**src/rtl/axi_lite_perip_bridge_if.sv**
```systemverilog
// AXI4-Lite data-side channel between the core initiator (master) and the peripheral bridge (slave).
interface axi_lite_perip_bridge_if;
    logic [31:0] s_araddr;
    logic        s_arvalid;
    logic        s_arready;
    logic [31:0] s_rdata;
    logic [1:0]  s_rresp;
    logic        s_rvalid;
    logic        s_rready;
    logic [31:0] s_awaddr;
    logic        s_awvalid;
    logic        s_awready;
    logic [31:0] s_wdata;
    logic [3:0]  s_wstrb;
    logic        s_wvalid;
    logic        s_wready;
    logic [1:0]  s_bresp;
    logic        s_bvalid;
    logic        s_bready;

    modport master (
        output s_araddr, s_arvalid, s_rready, s_awaddr, s_awvalid, s_wdata, s_wstrb, s_wvalid, s_bready,
        input  s_arready, s_rdata, s_rresp, s_rvalid, s_awready, s_wready, s_bresp, s_bvalid
    );

    modport slave (
        input  s_araddr, s_arvalid, s_rready, s_awaddr, s_awvalid, s_wdata, s_wstrb, s_wvalid, s_bready,
        output s_arready, s_rdata, s_rresp, s_rvalid, s_awready, s_wready, s_bresp, s_bvalid
    );
endinterface

```
**src/rtl/axi_lite_perip_bridge.sv**
```systemverilog
// AXI4-Lite responder onto the flat peripheral bus, one transaction at a time; write: perip_wen at T+1, bvalid T+2;
// read: rvalid at T+2+READ_LATENCY. rvalid/bvalid hold until accepted; readies only in IDLE, write wins over read.
module axi_lite_perip_bridge #(
    parameter int unsigned READ_LATENCY = 1
) (
    input  logic                    clk,
    input  logic                    rst,
    axi_lite_perip_bridge_if.slave  s_axi,
    output logic [31:0]             perip_addr,
    output logic                    perip_wen,
    output logic [1:0]              perip_mask,
    output logic [31:0]             perip_wdata,
    input  logic [31:0]             perip_rdata
);

    typedef enum logic [2:0] {
        S_IDLE    = 3'd0,
        S_RD_WAIT = 3'd1,
        S_RD_RESP = 3'd2,
        S_WR_EXEC = 3'd3,
        S_WR_RESP = 3'd4
    } state_t;

    state_t      r_state;
    state_t      w_next;
    logic [31:0] r_addr;
    logic [31:0] r_wdata;
    logic [31:0] r_rdata;
    logic [3:0]  r_strb;
    logic [2:0]  r_cnt;
    logic [1:0]  r_bresp;
    logic        w_wr_req;
    logic [1:0]  w_mask;

    // Size mask for a strobe/offset pair; 2'b11 marks an unsupported combination.
    function automatic logic [1:0] f_mask(input logic [3:0] strb, input logic [1:0] off);
        logic [1:0] m;
        case ({strb, off})
            6'b0001_00, 6'b0010_01, 6'b0100_10, 6'b1000_11: m = 2'b00;
            6'b0011_00, 6'b1100_10:                         m = 2'b01;
            6'b1111_00:                                     m = 2'b10;
            default:                                        m = 2'b11;
        endcase
        return m;
    endfunction

    assign w_wr_req = s_axi.s_awvalid & s_axi.s_wvalid;
    assign w_mask   = f_mask(r_strb, r_addr[1:0]);

    always_ff @(posedge clk or posedge rst) begin
        if (rst) r_state <= S_IDLE;
        else     r_state <= w_next;
    end

    always_comb begin
        w_next = r_state;
        case (r_state)
            S_IDLE: begin
                if (w_wr_req)             w_next = S_WR_EXEC;
                else if (s_axi.s_arvalid) w_next = S_RD_WAIT;
            end
            S_RD_WAIT: if (r_cnt == 3'd0)  w_next = S_RD_RESP;
            S_RD_RESP: if (s_axi.s_rready) w_next = S_IDLE;
            S_WR_EXEC:                     w_next = S_WR_RESP;
            S_WR_RESP: if (s_axi.s_bready) w_next = S_IDLE;
            default:                       w_next = S_IDLE;
        endcase
    end

    // Readies are gated by rst so that reset forces every s_* output low immediately.
    always_comb begin
        s_axi.s_arready = 1'b0;
        s_axi.s_awready = 1'b0;
        s_axi.s_wready  = 1'b0;
        s_axi.s_rvalid  = 1'b0;
        s_axi.s_bvalid  = 1'b0;
        perip_wen       = 1'b0;
        perip_mask      = 2'b11;
        case (r_state)
            S_IDLE: begin
                s_axi.s_awready = w_wr_req & ~rst;
                s_axi.s_wready  = w_wr_req & ~rst;
                s_axi.s_arready = ~w_wr_req & ~rst;
            end
            S_RD_RESP: s_axi.s_rvalid = 1'b1;
            S_WR_EXEC: begin
                perip_mask = w_mask;
                perip_wen  = (w_mask != 2'b11);
            end
            S_WR_RESP: s_axi.s_bvalid = 1'b1;
            default: ;
        endcase
    end

    always_ff @(posedge clk or posedge rst) begin
        if (rst) begin
            r_addr  <= 32'd0;
            r_wdata <= 32'd0;
            r_rdata <= 32'd0;
            r_strb  <= 4'd0;
            r_cnt   <= 3'd0;
            r_bresp <= 2'b00;
        end else begin
            case (r_state)
                S_IDLE: begin
                    if (w_wr_req) begin
                        r_addr  <= s_axi.s_awaddr;
                        r_wdata <= s_axi.s_wdata >> {s_axi.s_awaddr[1:0], 3'b000};
                        r_strb  <= s_axi.s_wstrb;
                    end else if (s_axi.s_arvalid) begin
                        r_addr <= s_axi.s_araddr;
                        r_cnt  <= 3'(READ_LATENCY);
                    end
                end
                S_RD_WAIT: begin
                    if (r_cnt == 3'd0) r_rdata <= perip_rdata;
                    else               r_cnt   <= r_cnt - 3'd1;
                end
                S_WR_EXEC: r_bresp <= (w_mask == 2'b11) ? 2'b10 : 2'b00;
                default: ;
            endcase
        end
    end

    assign perip_addr    = r_addr;
    assign perip_wdata   = r_wdata;
    assign s_axi.s_rdata = r_rdata;
    assign s_axi.s_rresp = 2'b00;
    assign s_axi.s_bresp = r_bresp;

endmodule

```
**src/flat_wrapper.sv**
```systemverilog
// flat-port wrapper written by rule: the top's interface ports become plain ports
module axi_lite_perip_bridge_flat 
#(
    parameter int unsigned READ_LATENCY = 1
)
  (clk, rst, perip_addr, perip_wen, perip_mask, perip_wdata, perip_rdata, s_axi_s_araddr, s_axi_s_arvalid, s_axi_s_rready, s_axi_s_awaddr, s_axi_s_awvalid, s_axi_s_wdata, s_axi_s_wstrb, s_axi_s_wvalid, s_axi_s_bready, s_axi_s_arready, s_axi_s_rdata, s_axi_s_rresp, s_axi_s_rvalid, s_axi_s_awready, s_axi_s_wready, s_axi_s_bresp, s_axi_s_bvalid);
  axi_lite_perip_bridge_if s_axi_i ();
  input  logic clk;
  input  logic rst;
  output logic [31:0] perip_addr;
  output logic perip_wen;
  output logic [1:0] perip_mask;
  output logic [31:0] perip_wdata;
  input  logic [31:0] perip_rdata;
  input wire logic [$bits(s_axi_i.s_araddr)-1:0] s_axi_s_araddr;
  input wire logic [$bits(s_axi_i.s_arvalid)-1:0] s_axi_s_arvalid;
  input wire logic [$bits(s_axi_i.s_rready)-1:0] s_axi_s_rready;
  input wire logic [$bits(s_axi_i.s_awaddr)-1:0] s_axi_s_awaddr;
  input wire logic [$bits(s_axi_i.s_awvalid)-1:0] s_axi_s_awvalid;
  input wire logic [$bits(s_axi_i.s_wdata)-1:0] s_axi_s_wdata;
  input wire logic [$bits(s_axi_i.s_wstrb)-1:0] s_axi_s_wstrb;
  input wire logic [$bits(s_axi_i.s_wvalid)-1:0] s_axi_s_wvalid;
  input wire logic [$bits(s_axi_i.s_bready)-1:0] s_axi_s_bready;
  output wire logic [$bits(s_axi_i.s_arready)-1:0] s_axi_s_arready;
  output wire logic [$bits(s_axi_i.s_rdata)-1:0] s_axi_s_rdata;
  output wire logic [$bits(s_axi_i.s_rresp)-1:0] s_axi_s_rresp;
  output wire logic [$bits(s_axi_i.s_rvalid)-1:0] s_axi_s_rvalid;
  output wire logic [$bits(s_axi_i.s_awready)-1:0] s_axi_s_awready;
  output wire logic [$bits(s_axi_i.s_wready)-1:0] s_axi_s_wready;
  output wire logic [$bits(s_axi_i.s_bresp)-1:0] s_axi_s_bresp;
  output wire logic [$bits(s_axi_i.s_bvalid)-1:0] s_axi_s_bvalid;
  assign s_axi_i.s_araddr = s_axi_s_araddr;
  assign s_axi_i.s_arvalid = s_axi_s_arvalid;
  assign s_axi_i.s_rready = s_axi_s_rready;
  assign s_axi_i.s_awaddr = s_axi_s_awaddr;
  assign s_axi_i.s_awvalid = s_axi_s_awvalid;
  assign s_axi_i.s_wdata = s_axi_s_wdata;
  assign s_axi_i.s_wstrb = s_axi_s_wstrb;
  assign s_axi_i.s_wvalid = s_axi_s_wvalid;
  assign s_axi_i.s_bready = s_axi_s_bready;
  assign s_axi_s_arready = s_axi_i.s_arready;
  assign s_axi_s_rdata = s_axi_i.s_rdata;
  assign s_axi_s_rresp = s_axi_i.s_rresp;
  assign s_axi_s_rvalid = s_axi_i.s_rvalid;
  assign s_axi_s_awready = s_axi_i.s_awready;
  assign s_axi_s_wready = s_axi_i.s_wready;
  assign s_axi_s_bresp = s_axi_i.s_bresp;
  assign s_axi_s_bvalid = s_axi_i.s_bvalid;
  axi_lite_perip_bridge #(.READ_LATENCY(READ_LATENCY)) u_core (.clk(clk), .rst(rst), .s_axi(s_axi_i), .perip_addr(perip_addr), .perip_wen(perip_wen), .perip_mask(perip_mask), .perip_wdata(perip_wdata), .perip_rdata(perip_rdata));
endmodule
```
**config.mk**
```make
export PLATFORM = sky130hd
export DESIGN_NAME = axi_lite_perip_bridge_flat
export DESIGN_NICKNAME = d
export VERILOG_FILES = /design/src/rtl/axi_lite_perip_bridge_if.sv /design/src/rtl/axi_lite_perip_bridge.sv /design/src/flat_wrapper.sv
export SDC_FILE = /design/constraint.sdc
export NUM_CORES = 1
export LEC_CHECK = 0
export CORE_MARGIN = 2
export CORE_UTILIZATION = 37
export DETAILED_ROUTE_END_ITERATION = 8
export PLACE_DENSITY_LB_ADDON = 0.1
export SLEW_MARGIN = 15
export SYNTH_ARGS = -nofsm -noshare
export SYNTH_HDL_FRONTEND = slang
export SYNTH_SLANG_ARGS = --single-unit
```
**constraint.sdc**
```tcl
create_clock -name clk -period 5.1 [get_ports clk]
set_input_delay 1.275 -clock clk [delete_from_list [all_inputs] [get_ports clk]]
set_output_delay 1.275 -clock clk [all_outputs]
set_load 0.02 [all_outputs]
```
==> qor.yml <==
cells_and_area:
  diodes: 0
  drive_above_1_share: 0.108
  final_core_util: 0.592
  fin_cells: 859
  nets: 820
  area.growth.synth_to_final_pct: 55.2
  stdcell_area_sq_mm: 0.00790
sta:
  rsz0062_at_grt: "no"
  hold_viol_final: 0
  setup_tns_ns: 0
  finalClockSkew_ns: 0.00406
  setup_viol: 0
  worst_pin_slew_ns: 1.07
  fin_crit_sh: 0.787
  slew_viol_final: 0
  fmax_mhz: 249
  maxSlewHeadroom: 0.287
  fin_ws_ns: 1.09
  holdWs_ns: 0.484
  period_needed_ns: 4.01
worst_setup_path:
  path_common_cell: "clkdlybuf4s50_1"
  critPathSlowestCell: "clkdlybuf4s50_1"
  crit_start: "s_axi_s_awvalid"
  required_ns: 3.83
  slowest_delay_ns: 0.63
  end_kind: "output port"
  crit_chain: "clkdlybuf4s50_1 -> and2_2 -> nand2_2 -> nor2_1 -> clkdlybuf4s50_1"
  cp.arrival_ns: 2.74
  cp_top_family: "buffers and inverters"
  path_max_fanout: 2
  r2r_start: "u_core.r_state[0]$_DFFE_PP0P_"
  crit_type: "in -> out"
  start_kind: "primary input"
  path_buf_inv: 2
floorplanning:
  die_h_um: 121
  die_x_um: 121
  fp.dieArea_sq_mm: 0.0147
  rows: 42
  coreArea_sq_mm: 0.0133
  initial_utilization: 0.381
  ioPinCount: 247
placed_design:
  dpl_worst_slack_ns: 1.07
  place_area_sq_mm: 0.00760
  dp.cells: 844
  io_buffers: 243
  dp_hpwl_mm: 10.4
  gp_congestion: 0.820
synthesis:
  synth_fa_ha_area_frac: 0.00492
  yosys-top-cells-count: "107 x dfrtp_1, 51 x a21oi_1, 48 x mux2i_1, 48 x nor2_1, 36 x nand2_1"
  yosys-top-cells-area: "dfrtp_1 53%, mux2i_1 9.4%, mux2_4 8.6%, a21oi_1 5.0%, mux2_2 3.5%"
  synth-main-ff-cell: "dfrtp_1"
  yosys.area_share.xor_xnor: 0.00172
  syn_area_sq_mm: 0.00509
  synth-seq-area-share: 0.526
  synth_area_leader_cell: "dfrtp_1"
  synth_top_family_by_area: "multiplexers"
  ys_warn_count: 0
  yosysMostFrequentCell: "dfrtp_1"
  ys_ff_latch: 107
  muxShareOfSynthArea: 0.215
  syn_avg_cell_area_sq_um: 11.3
  synth_edf_count: 0
  syn_inst: 451
  synth_cell_types: 41
  ys_async_sr_fraction: 1.00
  synth_compound_area_frac: 0.106
  synth-simple-area-share: 0.102
  yosysTopAreaCellShare: 0.526
route:
  drtIter0Drc: 154
  ant_nets: 0
  num_vias: 4163
  dr.pass1.iters: 4
  vias_per_cell: 4.85
  wirelength_mm: 13.8
  drc: 0
  wire_per_inst_um: 16.1
power:
  ir_worst_vdd_mv: 0.268
  power_mw: 4.56
  power_density_mw_per_mm2: 577
  leakage_nw: 3.37
clocking:
  cts_tree: "done"
  post_cts_buffers: 0
  cts_max_level: 3
  hold_buffers: 0
  clkSinkCount: 107
  tritoncts.num_buffers: 9
  clkTransAtPathRegs_ns: 0.06
  post_cts_resized: 0
  cts_root_buf: "clkbuf_16"
  clk_latency_ns: 0.34
  clockBufferDepth: 2
grt:
  grt_pass1_wl_mm: 21.4
  grt_pass1_vias: 4275
  grt_antenna_before_repair: 0
  grt_usage: 0.188
  grt_start_max_net_pins: 77
  gr-total-overflow: 0
min_path:
  holdCritStartpoint: "u_core.perip_wdata[20]$_DFFE_PP0P_"
  hold_class: "reg -> reg"
run_status:
  outcome: "finished clean"
job:
  drv_cap: 0
## layer usage
metal / global-route usage / share of wire
met3: 0.0564 / 0.079
met1: 0.225 / 0.40
met5: 0 / 0
met2: 0.318 / 0.50
met4: 0.0675 / 0.015
## kinds of logic after synthesis
group / after synthesis
AO/OA/AOI/OAI: 95
XOR/XNOR: 1
adder cells (fa/ha/maj): 2
buffers and inverters: 39
flip-flops: 107
multiplexers: 93
other: 1
AND/OR/NAND/NOR: 113
## tightest hold or removal path, stage by stage (launching register included)
cell and delay (ns):
dfrtp_1 0.35, nand2_1 0.05, o31ai_1 0.05
## final timing paths
| check | endpoint | depth (start not counted) | slack (ns) |
|---|---|---|---|
| worst max-delay path | s_axi_s_awready | 5 | 1.09 |
| worst min-delay path | u_core.perip_wdata[20]$_DFFE_PP0P_ | 2 | 0.48 |
| worst max register to register | u_core.perip_addr[7]$_DFFE_PP0P_ | 4 | 2.98 |
| worst min register to register | u_core.perip_wdata[20]$_DFFE_PP0P_ | 2 | 0.48 |
| max in group asynchronous | u_core.s_axi.s_rdata[3]$_DFFE_PP0P_ | 4 | 2.31 |
| min in group asynchronous | u_core.r_cnt[1]$_DFFE_PP0P_ | 3 | 1.47 |
## sequential cells by signal, indices dropped and copies added, names as in the netlist
name / flops
u_core.r_state: 3
u_core.s_axi.s_rdata: 32
u_core.r_cnt: 3
u_core.s_axi.s_bresp: 1
u_core.perip_addr: 32
u_core.perip_wdata: 32
u_core.r_strb: 4
## power breakdown
group / internal (mW) / switching [mW]
logic: 1.21 / 1.12
registers: 1.27 / 0.252
clock network: 0.404 / 0.301
total: 2.89 / 1.68
## cell type report
class / instances / area, sq um
Fill cell: 1158 / 5450
Sequential cell: 107 / 2680
Multi-Input combinational cell: 307 / 2200
Timing Repair Buffer: 249 / 2480
Tap cell: 176 / 220
Clock inverter: 4 / 50.0
Inverter: 5 / 22.5
Clock buffer: 11 / 253
## placed cells by master, fill, tap and decap left out, types with 2 or more instances in the layout
cell / instances
a21o_1: 2
clkbuf_8: 2
nor2_1: 48
mux2_4: 29
a21oi_1: 51
conb_1: 3
nor2b_1: 11
nor3b_1: 3
a211oi_1: 8
o21ai_0: 18
buf_4: 6
o31ai_1: 9
mux2i_1: 48
clkinvlp_4: 3
and3_1: 2
clkdlybuf4s50_1: 243
nand2_1: 35
clkbuf_16: 9
inv_1: 4
mux2_2: 16
a31oi_1: 3
ha_1: 2
dfrtp_1: 107
nand3_1: 2
Power figures use the tool's default switching activity.
